### src/rtl/pipe_ctrl.sv
// pipe_ctrl: pipeline control unit for the MIPS core.
//   - Combinational per-stage stall vector built from per-stage stall requests;
//     a flush overrides any stall.
//   - Accepts one exception/ERET event from the MEM stage while idle, latches
//     its code and redirect target, drives flush_o for FLUSH_CYCLES cycles and
//     then pulses redirect_o for one cycle.
//   - Watchdog counting consecutive idle stall cycles with a sticky timeout flag.
// Ports:
//   clk, rst_n        clock, asynchronous active-low reset
//   stall_req         per-stage stall request (bit 0 = PC, STAGES-1 = WB)
//   exc_valid_i       exception/ERET event present this cycle
//   execode_i         cause code (0 = no event)
//   cp0_epc_i         EPC, used as the target for ERET
//   stall_o           per-stage hold
//   flush_o           clear all pipeline registers
//   redirect_o        one-cycle pulse, PC loads new_pc_o
//   new_pc_o          redirect target, held until the next accepted event
//   exc_code_o        code of the last accepted event
//   busy_o            controller is flushing or redirecting
//   stall_timeout_o   sticky watchdog flag
module pipe_ctrl #(
  parameter int          STAGES        = 6,
  parameter logic [31:0] EXC_BASE      = 32'h8000_0000,
  parameter logic [31:0] INT_OFFSET    = 32'h4,
  parameter logic [31:0] RI_OFFSET     = 32'h8,
  parameter logic [31:0] GEN_OFFSET    = 32'h4,
  parameter int          FLUSH_CYCLES  = 2,
  parameter int          STALL_TIMEOUT = 1024,
  parameter int          CNT_W         = 11
) (
  input  logic              clk,
  input  logic              rst_n,
  input  logic [STAGES-1:0] stall_req,
  input  logic              exc_valid_i,
  input  logic [3:0]        execode_i,
  input  logic [31:0]       cp0_epc_i,
  output logic [STAGES-1:0] stall_o,
  output logic              flush_o,
  output logic              redirect_o,
  output logic [31:0]       new_pc_o,
  output logic [3:0]        exc_code_o,
  output logic              busy_o,
  output logic              stall_timeout_o
);

  typedef enum logic [1:0] {S_IDLE, S_FLUSH, S_REDIR} state_e;

  localparam logic [CNT_W-1:0] CNT_MAX = {CNT_W{1'b1}};
  localparam logic [CNT_W-1:0] CNT_TO  = CNT_W'(STALL_TIMEOUT - 1);
  localparam logic [3:0]       FL_LOAD = 4'(FLUSH_CYCLES - 1);

  state_e            state_q, state_d;
  logic [3:0]        fcnt_q, fcnt_d;
  logic [31:0]       new_pc_q, new_pc_d;
  logic [3:0]        exc_code_q, exc_code_d;
  logic [CNT_W-1:0]  stall_cnt_q, stall_cnt_d;
  logic              timeout_q, timeout_d;
  logic              accept;
  logic              stall_any;
  logic [STAGES-1:0] stall_vec;

  // Vector target for an accepted event; sums wrap modulo 2^32.
  function automatic logic [31:0] target(input logic [3:0] code, input logic [31:0] epc);
    case (code)
      4'h1, 4'hc, 4'hd: target = EXC_BASE + INT_OFFSET;
      4'ha:             target = EXC_BASE + RI_OFFSET;
      4'he:             target = epc;
      default:          target = EXC_BASE + GEN_OFFSET;
    endcase
  endfunction

  assign stall_any = |stall_req;
  // Events seen outside IDLE belong to wrong-path instructions and are dropped.
  assign accept    = (state_q == S_IDLE) && exc_valid_i && (execode_i != 4'h0);

  // A request from stage i holds stage i and every earlier stage.
  always_comb begin
    stall_vec = '0;
    stall_vec[STAGES-1] = stall_req[STAGES-1];
    for (int i = STAGES - 2; i >= 0; i--) begin
      stall_vec[i] = stall_req[i] | stall_vec[i+1];
    end
  end

  // NOTE: every signal driven here gets a default first so no latch is inferred.
  always_comb begin
    state_d     = state_q;
    fcnt_d      = fcnt_q;
    new_pc_d    = new_pc_q;
    exc_code_d  = exc_code_q;
    stall_cnt_d = stall_cnt_q;
    timeout_d   = timeout_q;

    case (state_q)
      S_IDLE: begin
        if (accept) begin
          state_d    = S_FLUSH;
          fcnt_d     = FL_LOAD;
          new_pc_d   = target(execode_i, cp0_epc_i);
          exc_code_d = execode_i;
        end
      end
      S_FLUSH: begin
        if (fcnt_q == 4'h0) state_d = S_REDIR;
        else                fcnt_d  = fcnt_q - 4'h1;
      end
      S_REDIR: state_d = S_IDLE;
      default: state_d = S_IDLE;
    endcase

    // Watchdog: counts only idle stall cycles, holds while busy, saturates.
    if (!stall_any || accept) begin
      stall_cnt_d = '0;
    end else if (state_q == S_IDLE && stall_cnt_q != CNT_MAX) begin
      stall_cnt_d = stall_cnt_q + 1'b1;
    end
    if (stall_any && stall_cnt_q == CNT_TO) timeout_d = 1'b1;
  end

  // NOTE: sequential state uses non-blocking assignments so all registers
  // update together from pre-edge values.
  always_ff @(posedge clk or negedge rst_n) begin
    if (!rst_n) begin
      state_q     <= S_IDLE;
      fcnt_q      <= '0;
      new_pc_q    <= '0;
      exc_code_q  <= '0;
      stall_cnt_q <= '0;
      timeout_q   <= 1'b0;
    end else begin
      state_q     <= state_d;
      fcnt_q      <= fcnt_d;
      new_pc_q    <= new_pc_d;
      exc_code_q  <= exc_code_d;
      stall_cnt_q <= stall_cnt_d;
      timeout_q   <= timeout_d;
    end
  end

  assign flush_o         = (state_q == S_FLUSH);
  assign redirect_o      = (state_q == S_REDIR);
  assign busy_o          = (state_q != S_IDLE);
  assign new_pc_o        = new_pc_q;
  assign exc_code_o      = exc_code_q;
  assign stall_timeout_o = timeout_q;
  // Flush has priority over stall; nothing is held while reset is asserted.
  assign stall_o         = (flush_o || !rst_n) ? '0 : stall_vec;

endmodule

### config.mk
export PLATFORM = sky130hd
export DESIGN_NAME = pipe_ctrl
export DESIGN_NICKNAME = d
export VERILOG_FILES = /design/src/rtl/pipe_ctrl.sv
export SDC_FILE = /design/constraint.sdc
export NUM_CORES = 1
export LEC_CHECK = 0
export CORE_MARGIN = 4
export CORE_UTILIZATION = 43
export CTS_CLUSTER_SIZE = 16
export DETAILED_ROUTE_END_ITERATION = 6
export GPL_ROUTABILITY_DRIVEN = 0
export HOLD_SLACK_MARGIN = 0.12
export PLACE_DENSITY = 0.77
export SETUP_SLACK_MARGIN = 0.5
export SYNTH_ARGS = -nofsm -noshare
export SYNTH_HDL_FRONTEND = slang
export SYNTH_SLANG_ARGS = --single-unit
### constraint.sdc
create_clock -name clk -period 2.28 [get_ports clk]
set_input_delay 0.342 -clock clk [delete_from_list [all_inputs] [get_ports clk]]
set_output_delay 0.342 -clock clk [all_outputs]
set_load 0.01 [all_outputs]
Word level (Yosys, flattened, before mapping)
Index checks and enable logic that the tools add are counted.
{"block": "word_totals", "rom_bits": 0, "wordCells": 50, "latchBits": 0, "ram_bits": 0, "output_inout_bits": 46, "memories": 0, "inputBits": 45, "reg_bits": 54}
{"block": "op_classes", "mux": 10, "n_addsub": 2, "eq_ne": 9, "n_shift": 0, "mul": 0, "bitwise": 5, "order_cmp": 0, "reduce_logical": 18, "n_div": 0}
{"op": "one-hot mux 32 bit (2 select lines)", "count": 1}
{"op": "two-way mux 11 bit", "count": 2}
{"op": "adder 11 x 1 -> 11 bit, second input constant", "count": 1}
{"op": "equality test 11 x 10 -> 1 bit, second input constant", "count": 1}
{"op": "inequality test 11 bit, second input constant", "count": 1}
{"op": "equality test 4 bit, second input constant", "count": 2}
{"op": "two-way mux 4 bit", "count": 2}
{"op": "one-hot mux 4 bit (2 select lines)", "count": 1}
{"op": "two-way mux 6 bit", "count": 1}
{"op": "nonzero test 2 bit", "count": 3}
{"op": "OR reduction 6 bit", "count": 1}
{"op": "OR 1 bit", "count": 5}
{"op": "logical AND 1 bit", "count": 4}
{"op": "zero test 4 bit", "count": 1}
{"op": "two-way mux 2 bit", "count": 2}
{"op": "inequality test 2 bit, second input constant", "count": 2}
{"op": "one-hot mux 2 bit (2 select lines)", "count": 1}
{"op": "AND reduction 2 bit", "count": 2}
{"op": "nonzero test 4 bit", "count": 1}
{"op": "subtractor 4 x 1 -> 4 bit, second input constant", "count": 1}
{"op": "AND reduction 3 bit", "count": 1}
{"op": "equality test 2 x 1 -> 1 bit, second input constant", "count": 1}
{"op": "equality test 2 bit, second input constant", "count": 1}
{"op": "zero test 1 bit", "count": 2}
{"op": "other kinds (3)", "count": 4}

Depth between registers and ports, before layout
Gate-level depths: netlist of run 1.
{"block": "depth", "ltp_word": 6, "depth_mapped": 6, "depth_no_buf": 6}

Worst setup path before layout of run 1
No wires, ideal clock.
{"block": "synth_path", "kind": "input to register", "start": "input execode_i[3]", "end": "register stall_cnt_q[8]", "t_required_ns": 2.212, "setup_slack_ns": 0.445, "arrival_ns": 1.768, "path_stages": 5, "setup_time_ns": 0.068, "n_path_buf": 1, "cell_sequence": "or4_4 a22o_1 buf_6 or4_1 nand2_1"}
{"block": "synth_via", "elab_chain_len": 4, "word_cells_on_any_way": 5, "classes_between": "mux (1); reduce/logical (4)"}
{"item": "start: declaration", "line_no": "35", "source": "input logic [3:0] execode_i,"}
{"item": "nonzero test 4 bit (*)", "line_no": "74", "source": "assign accept = (state_q == S_IDLE) && exc_valid_i && (execode_i != 4'h0);"}
{"item": "logical AND 1 bit (*)", "line_no": "74"}
{"item": "logical OR 1 bit (*)", "line_no": "112", "source": "if (!stall_any || accept) begin"}
{"item": "two-way mux 11 bit or nonzero test 2 bit (tied branches)"}
{"item": "end signal: assignment", "line_no": "135", "source": "stall_cnt_q <= stall_cnt_d;"}
{"item": "end: declaration", "line_no": "56", "source": "logic [CNT_W-1:0] stall_cnt_q, stall_cnt_d;"}
Every way passes the cells marked *; elsewhere a longest branch is shown, timed or not.
A chain may end at the register's enable or synchronous reset.

Worst setup path after layout of run 1
{"block": "layout_path", "start": "register stall_cnt_q[1]", "end": "register stall_cnt_q[5]"}
{"block": "layout_via", "elab_chain_len": 3, "word_cells_on_any_way": 6, "classes_between": "add/sub (1); eq/ne (1); mux (2); reduce/logical (2)"}
{"item": "adder 11 x 1 -> 11 bit or inequality test 11 bit (tied branches)", "line_no": "115, 114"}
{"item": "two-way mux 11 bit or logical AND 1 bit (tied branches)", "line_no": "114", "source": "end else if (state_q == S_IDLE && stall_cnt_q != CNT_MAX) begin"}
{"item": "two-way mux 11 bit or nonzero test 2 bit (tied branches)"}
Several ways; a longest one is shown, not always the timed one. The select of a mux whose other input is x is not followed.

==> run metrics, run 1 <==
outcome=completed; Post-Synthesis Cells=208; TritonRoute pass-1 iters=4; clk buf depth=2; post-synth top area cell=dfrtp_1; commonest non-fill, non-tap cell in the layout=clkdlybuf4s50_1; Worst setup EP type=flop; I/O pin total=91; Die Ht=81.0 microns; relative slew slack=69.5%; largest net degree at the start of global routing=37; CP arrival=1.99 ns; Clk pwr share=19.3%; Crit path largest cell delay=0.48 ns; DP Worst Slack=0.124 ns; maxcap violations=0; Hold Fails Final Rpt=0; pwr/cell area=903 nW/um^2; hold crit path type=input port to async pin; CTS tree=built; Post-synth EDFFs=0; Logic pwr share=41.3%; ANT nets after route=0; hold_ws=0.132 ns; worst skew pair latency=0.30 ns; worst setup margin=0.527 ns; P_sw=0.00108 W; Num Clock Sinks=54; synth warn=0; Nets=368; Die ar.=6550 sq um; Worst path slowest cell=or4_1; Placed Instance Area=3320 sq um; Vias=2062; Max Slew Vio Count=0; Port Buffers=90; WL/cell=16.3 microns; clk root buf=clkbuf_8; asr flop ratio synth=100%; Fmax=570 MHz; global-route wire length before repair=10.2 mm; Tmin final=1.75 ns; final wirelength=6.36 mm; H-tree depth=2; Pleak=1.66 nW; CP startpoint kind=flop; peak supply drop=0.000430 V; post-DP HPWL=4.45 mm; Final TNS setup=0 ns; initial antenna violation count=0; share of cells above drive strength 1=16.8%; most frequent cells in the layout=clkdlybuf4s50_1, dfrtp_1, a22o_1, buf_4, nand2_1; CP max FO=5; Initial Utilization=44.5%; period utilisation layout=76.9%; Synth Register Bits=54; DRC violations left=0; CTS clock-pin slew for the worst setup and hold paths=0.09 ns; die extent in x=81.0 microns; area share of the largest cell type after synthesis=59.0%; syn_area_per_cell=11.0 sq um; vias in the first global route=2213; DRT iter0 DRCs=62; grt ovf=0; register share of total power=39.4%; final setup violation count=0; internal power=0.00217 W; P&R area growth vs syn=57.4%; CP Class=flop to flop; Antenna Cells=0; Finished Cell Area=3600 sq um; RSZ-0062 raised after global routing=yes; row cnt=26; Synth Cell Area=2290 sq um; Via density=5.27; Core Footprint=5140 sq um; Switching Fraction=33.3%; sequential area share after synthesis=59.0%; Worst Clk Skew=0.00779 ns; ys flop type=dfrtp_1; CP Cell Sequence=ha_4 -> nand3_4 -> o41ai_4 -> clkdlybuf4s15_2 -> or4_1 -> nand2_1; Worst Tran Pin Value=0.457 ns; Crit path max-delay family=simple AND/OR/NAND/NOR gates; CP Buf/Inv Count=1; ranking of synthesized cells by area=dfrtp_1, a22o_1, nand2_1; Critical Path RT=2.52 ns; Mapped Nets=256; Total GRT Usage=20.2%; TritonCTS Buffers=5; Synth cell types=35
==> final timing paths <==
kind,from,endpoint,slack [ns],cells after the start
max in group asynchronous,rst_n,state_q[0]$_DFFE_PN0P_,1.47,3
min in group clk,execode_i[0],exc_code_o[0]$_DFFE_PN0P_,0.31,3
hold reg to reg,stall_timeout_o$_DFFE_PN0P_,stall_timeout_o$_DFFE_PN0P_,0.49,1
setup reg to reg,stall_cnt_q[1]$_DFFE_PN0P_,stall_cnt_q[5]$_DFFE_PN0P_,0.53,6
hold / removal,rst_n,stall_cnt_q[10]$_DFFE_PN0P_,0.13,2
setup / recovery,stall_cnt_q[1]$_DFFE_PN0P_,stall_cnt_q[5]$_DFFE_PN0P_,0.53,6
==> power groups by stage <==
stage | clock network (W) | registers [W] | logic [W]
floorplan | 0 | 0.00131 | 0.000528
global placement | 0 | 0.00128 | 0.00114
detailed placement | 0 | 0.00128 | 0.00117
CTS | 0.000648 | 0.00127 | 0.00124
global route | 0.000688 | 0.00131 | 0.00147
finish | 0.000627 | 0.00128 | 0.00134
==> timing repair <==
item | 4_1_cts | 5_1_grt
gates resized for setup | 24 | 24
setup endpoints to repair | 13 | 50
gates cloned | 0 | 1
pin swaps | 2 | 3
setup buffers | 9 | 2
endpoints found under the hold margin | 18 | 0
hold buffers | 1 | 0
==> area by class of cell <==
cell class	count	area, sq um
Multi-Input combinational cell	135	960
Clock inverter	1	30.0
Timing Repair Buffer	114	1060
Inverter	10	37.5
Tap cell	70	87.6
Sequential cell	54	1350
Clock buffer	7	76.3
Fill cell	416	1540
==> sequential cells by signal, indices dropped and copies added (netlist names) <==
register	count
new_pc_o	32
state_q	2
fcnt_q	4
exc_code_o	4
stall_timeout_o	1
stall_cnt_q	11
==> Yosys cell counts (2+ instances only) <==
master / instances
nand3b_1: 2
and3_1: 3
nor3b_1: 2
and2_1: 2
nand2b_1: 2
o31ai_1: 2
clkbuf_1: 6
a21oi_1: 14
ha_1: 3
a22o_1: 30
or4_1: 5
o211ai_1: 2
nand2_1: 20
nand3_1: 7
dfrtp_1: 54
inv_1: 10
o21ai_0: 9
nor2_1: 11
nor3_1: 3
or3_1: 6
==> kinds of logic after synthesis <==
group                    synth area share [%]
AO/OA/AOI/OAI                            20.0
AND/OR/NAND/NOR                          15.4
adder cells (fa/ha/maj)                  1.64
flip-flops                               59.0
buffers and inverters                    3.50
XOR/XNOR                                0.383
==> stage by stage <==
stage	cells	utilization [%]	total power, W
floorplan	208	-	0.00184
global placement	370	64.5	0.00243
detailed placement	370	64.5	0.00246
CTS	388	68.3	0.00316
global route	391	70.1	0.00347
finish	391	70.1	0.00325
==> worst register-to-register path: cells and delay by family (launching register included) <==
family          cells  cell delay [ns]
compound gates      1             0.10
buf+inv             1             0.26
fa+ha+maj           1             0.21
simple gates        3             0.67
flops               1             0.45
==> metal layers <==
layer	up-vias	global-route usage, %	wire (microns)
met5	-	0	0
met4	0	3.04	15
met3	2	8.54	577
met2	79	33.7	3150
met1	997	24.9	2620
li1	984	-	-
No activity file was read; power rests on OpenSTA's default activity.
==> run 2: changes to the inputs <==
--- a/config.mk
+++ b/config.mk
@@ -6,12 +6,12 @@
 export NUM_CORES = 1
 export LEC_CHECK = 0
 export CORE_MARGIN = 4
-export CORE_UTILIZATION = 43
+export CORE_UTILIZATION = 39
 export CTS_CLUSTER_SIZE = 16
 export DETAILED_ROUTE_END_ITERATION = 6
 export GPL_ROUTABILITY_DRIVEN = 0
 export HOLD_SLACK_MARGIN = 0.12
-export PLACE_DENSITY = 0.77
+export PLACE_DENSITY = 0.74
 export SETUP_SLACK_MARGIN = 0.5
 export SYNTH_ARGS = -nofsm -noshare
 export SYNTH_HDL_FRONTEND = slang
==> constraint.sdc (replaced) <==
create_clock -name clk -period 1.6 [get_ports clk]
set_input_delay 0.24 -clock clk [delete_from_list [all_inputs] [get_ports clk]]
set_output_delay 0.24 -clock clk [all_outputs]
set_load 0.01 [all_outputs]
==> run metrics, run 2 (synthesized netlist as in run 1, its figures left out) <==
Fmax=553 MHz (-3.1%); DP Worst Slack=-0.387 ns (-0.511 ns); Die ar.=7160 sq um (+9.2%); WL/cell=21.1 microns (+30%); Max Slew Vio Count=0 (unchanged); CTS clock-pin slew for the worst setup and hold paths=0.10 ns (about the same); TritonCTS Buffers=5 (unchanged); Initial Utilization=40.8% (-3.7 points); Logic pwr share=55.8% (+14 points); internal power=0.00405 W (+87%); total power=0.00631 W (+94%); Clk pwr share=14.5% (-4.8 points); ANT nets after route=0 (unchanged); register share of total power=29.6% (-9.8 points); vias in the first global route=2486 (+12%); initial antenna violation count=0 (unchanged); final wirelength=9.66 mm (+52%); die extent in x=84.6 microns (+4.5%); pwr/cell area=1410 nW/um^2 (+56%); outcome=finished with violations; CP most frequent cell=buf_6; CTS tree=built; HP Start=execode_i[3]; DRT iter0 DRCs=126 (+100%); RSZ-0062 raised after global routing=yes; grt ovf=0 (unchanged); period utilisation layout=113% (+36 points); post-DP HPWL=4.60 mm (+3.5%); P_sw=0.00226 W (+110%); TritonRoute pass-1 iters=4 (unchanged); worst skew pair latency=0.31 ns (about the same); Tmin final=1.81 ns (+0.0553 ns); Nets=432 (+17%); hold crit path type=input port to flop; Placed Instances=387 (+4.6%); CP arrival=2.03 ns (+0.04 ns); Via density=5.58 (+5.8%); Core Footprint=5610 sq um (+9.1%); Total GRT Usage=21.6% (+1.5 points); Worst path slowest cell=dfrtp_1; relative slew slack=70.4% (+0.88 points); final setup violation count=33 (+33); Die Ht=84.6 microns (+4.5%); CP Launch Point=stall_cnt_q[1]$_DFFE_PN0P_; largest net degree at the start of global routing=35 (-5.4%); Hold Fails Final Rpt=0 (unchanged); Worst Tran Pin Value=0.444 ns (-0.0132 ns); Switching Fraction=35.8% (+2.6 points); Worst setup EP type=flop; share of cells above drive strength 1=55.6% (+39 points); peak supply drop=0.000820 V (+91%); Non-Filler Instances=457 (+17%); clk buf depth=2 (unchanged); H-tree depth=2 (unchanged); maxcap violations=0 (unchanged); DRC violations left=0 (unchanged); Worst Clk Skew=0.0147 ns (+0.00691 ns); Critical R2R Launch=stall_cnt_q[1]$_DFFE_PN0P_; Num Clock Sinks=54 (unchanged); fillers=315 (-24%); max FFs per register=32 (unchanged); Antenna Cells=0 (unchanged); Pleak=2.16 nW (+30%); most frequent cells in the layout=dfrtp_1, buf_6, buf_4, clkdlybuf4s50_1, buf_2; Crit path largest cell delay=0.43 ns (-0.05 ns); I/O pin total=91 (unchanged); CP max FO=6 (+1); CP startpoint kind=flop; commonest non-fill, non-tap cell in the layout=dfrtp_1; P&R area growth vs syn=95.7%; worst setup margin=-0.208 ns (-0.735 ns); Port Buffers=90 (unchanged); row cnt=27 (+3.8%); clk root buf=clkbuf_8; global-route wire length before repair=12.3 mm (+21%); Critical Path RT=1.82 ns (-0.70 ns); Vias=2551 (+24%); CP Cell Sequence=ha_4 -> nand3_4 -> o41ai_4 -> buf_6 -> buf_6 -> o21ai_2 -> a21oi_2; CP Class=flop to flop; failing checks=setup timing
-- run 2: timing repair --
action                                  in CTS  in global routing
hold buffers                                 1                  0
gates resized for setup                    254                 80
pin swaps                                   27                 29
endpoints found under the hold margin       54                  0
endpoints found under the setup margin      99                 97
cloned                                       3                  2
setup buffers                               38                 18
-- run 2: final timing paths --
| path | depth (start not counted) | end | slack, ns |
|---|---|---|---|
| setup / recovery | 7 | stall_cnt_q[4]$_DFFE_PN0P_ | -0.21 |
| hold / removal | 4 | exc_code_o[3]$_DFFE_PN0P_ | 0.27 |
| setup reg to reg | 7 | stall_cnt_q[4]$_DFFE_PN0P_ | -0.21 |
| hold reg to reg | 1 | stall_timeout_o$_DFFE_PN0P_ | 0.49 |
| max in group asynchronous | 3 | state_q[0]$_DFFE_PN0P_ | 0.60 |
| min in group asynchronous | 3 | state_q[1]$_DFFE_PN0P_ | 0.60 |
-- run 2: stage by stage --
step	utilization, %	instance area [sq um]	TNS, ns	hold WS (ns)
after floorplan	-	2440	-0.00738	-0.0556
after global placement	63.5	3560	-14.34	0.269
after detailed placement	63.5	3560	-14.82	0.274
after CTS	71.0	3980	0	0.246
after global routing	79.9	4480	-3.75	0.283
final	79.9	4480	-1.28	0.270
-- run 2: power by group through the flow --
| stage | Clock (W) | Sequential [W] | Combinational [W] |
|---|---|---|---|
| final | 0.000917 | 0.00187 | 0.00352 |
| after global routing | 0.000978 | 0.00189 | 0.00374 |
| after CTS | 0.000913 | 0.00181 | 0.00259 |
| after detailed placement | 0 | 0.00183 | 0.00196 |
| after global placement | 0 | 0.00182 | 0.00193 |
| after floorplan | 0 | 0.00191 | 0.000896 |
-- run 2: cell type report --
class	count	area, sq um	area share (%)
multi-input combinational	135	1220	27.3
tap	72	90.1	2.01
clock buffer	7	76.3	1.70
sequential	54	1360	30.3
inverter	10	42.5	0.950
timing repair buffer	178	1660	37.1
clock inverter	1	30.0	0.671
-- run 2: per-layer routing --
metal	routed length (microns)	global-route usage [%]	part of all wire, %
met5	0	0	0
met4	457	6.04	4.7
met3	766	6.67	7.9
met2	5010	37.6	52
met1	3430	25.8	35
-- run 2: worst max-delay path, delay by kind of cell (launching register included) --
| kind | cells | cell delay [ns] |
|---|---|---|
| AO/OA/AOI/OAI | 3 | 0.69 |
| flip-flops | 1 | 0.43 |
| buffers and inverters | 2 | 0.31 |
| AND/OR/NAND/NOR | 1 | 0.11 |
| adder cells (fa/ha/maj) | 1 | 0.18 |
==> run 3: changes to the inputs <==
--- a/config.mk
+++ b/config.mk
@@ -9,7 +9,6 @@
 export CORE_UTILIZATION = 39
 export CTS_CLUSTER_SIZE = 16
 export DETAILED_ROUTE_END_ITERATION = 6
-export GPL_ROUTABILITY_DRIVEN = 0
 export HOLD_SLACK_MARGIN = 0.12
 export PLACE_DENSITY = 0.74
 export SETUP_SLACK_MARGIN = 0.5
==> results of run 3 <==
Final layout, timing and power as in run 2 (identical DEF).
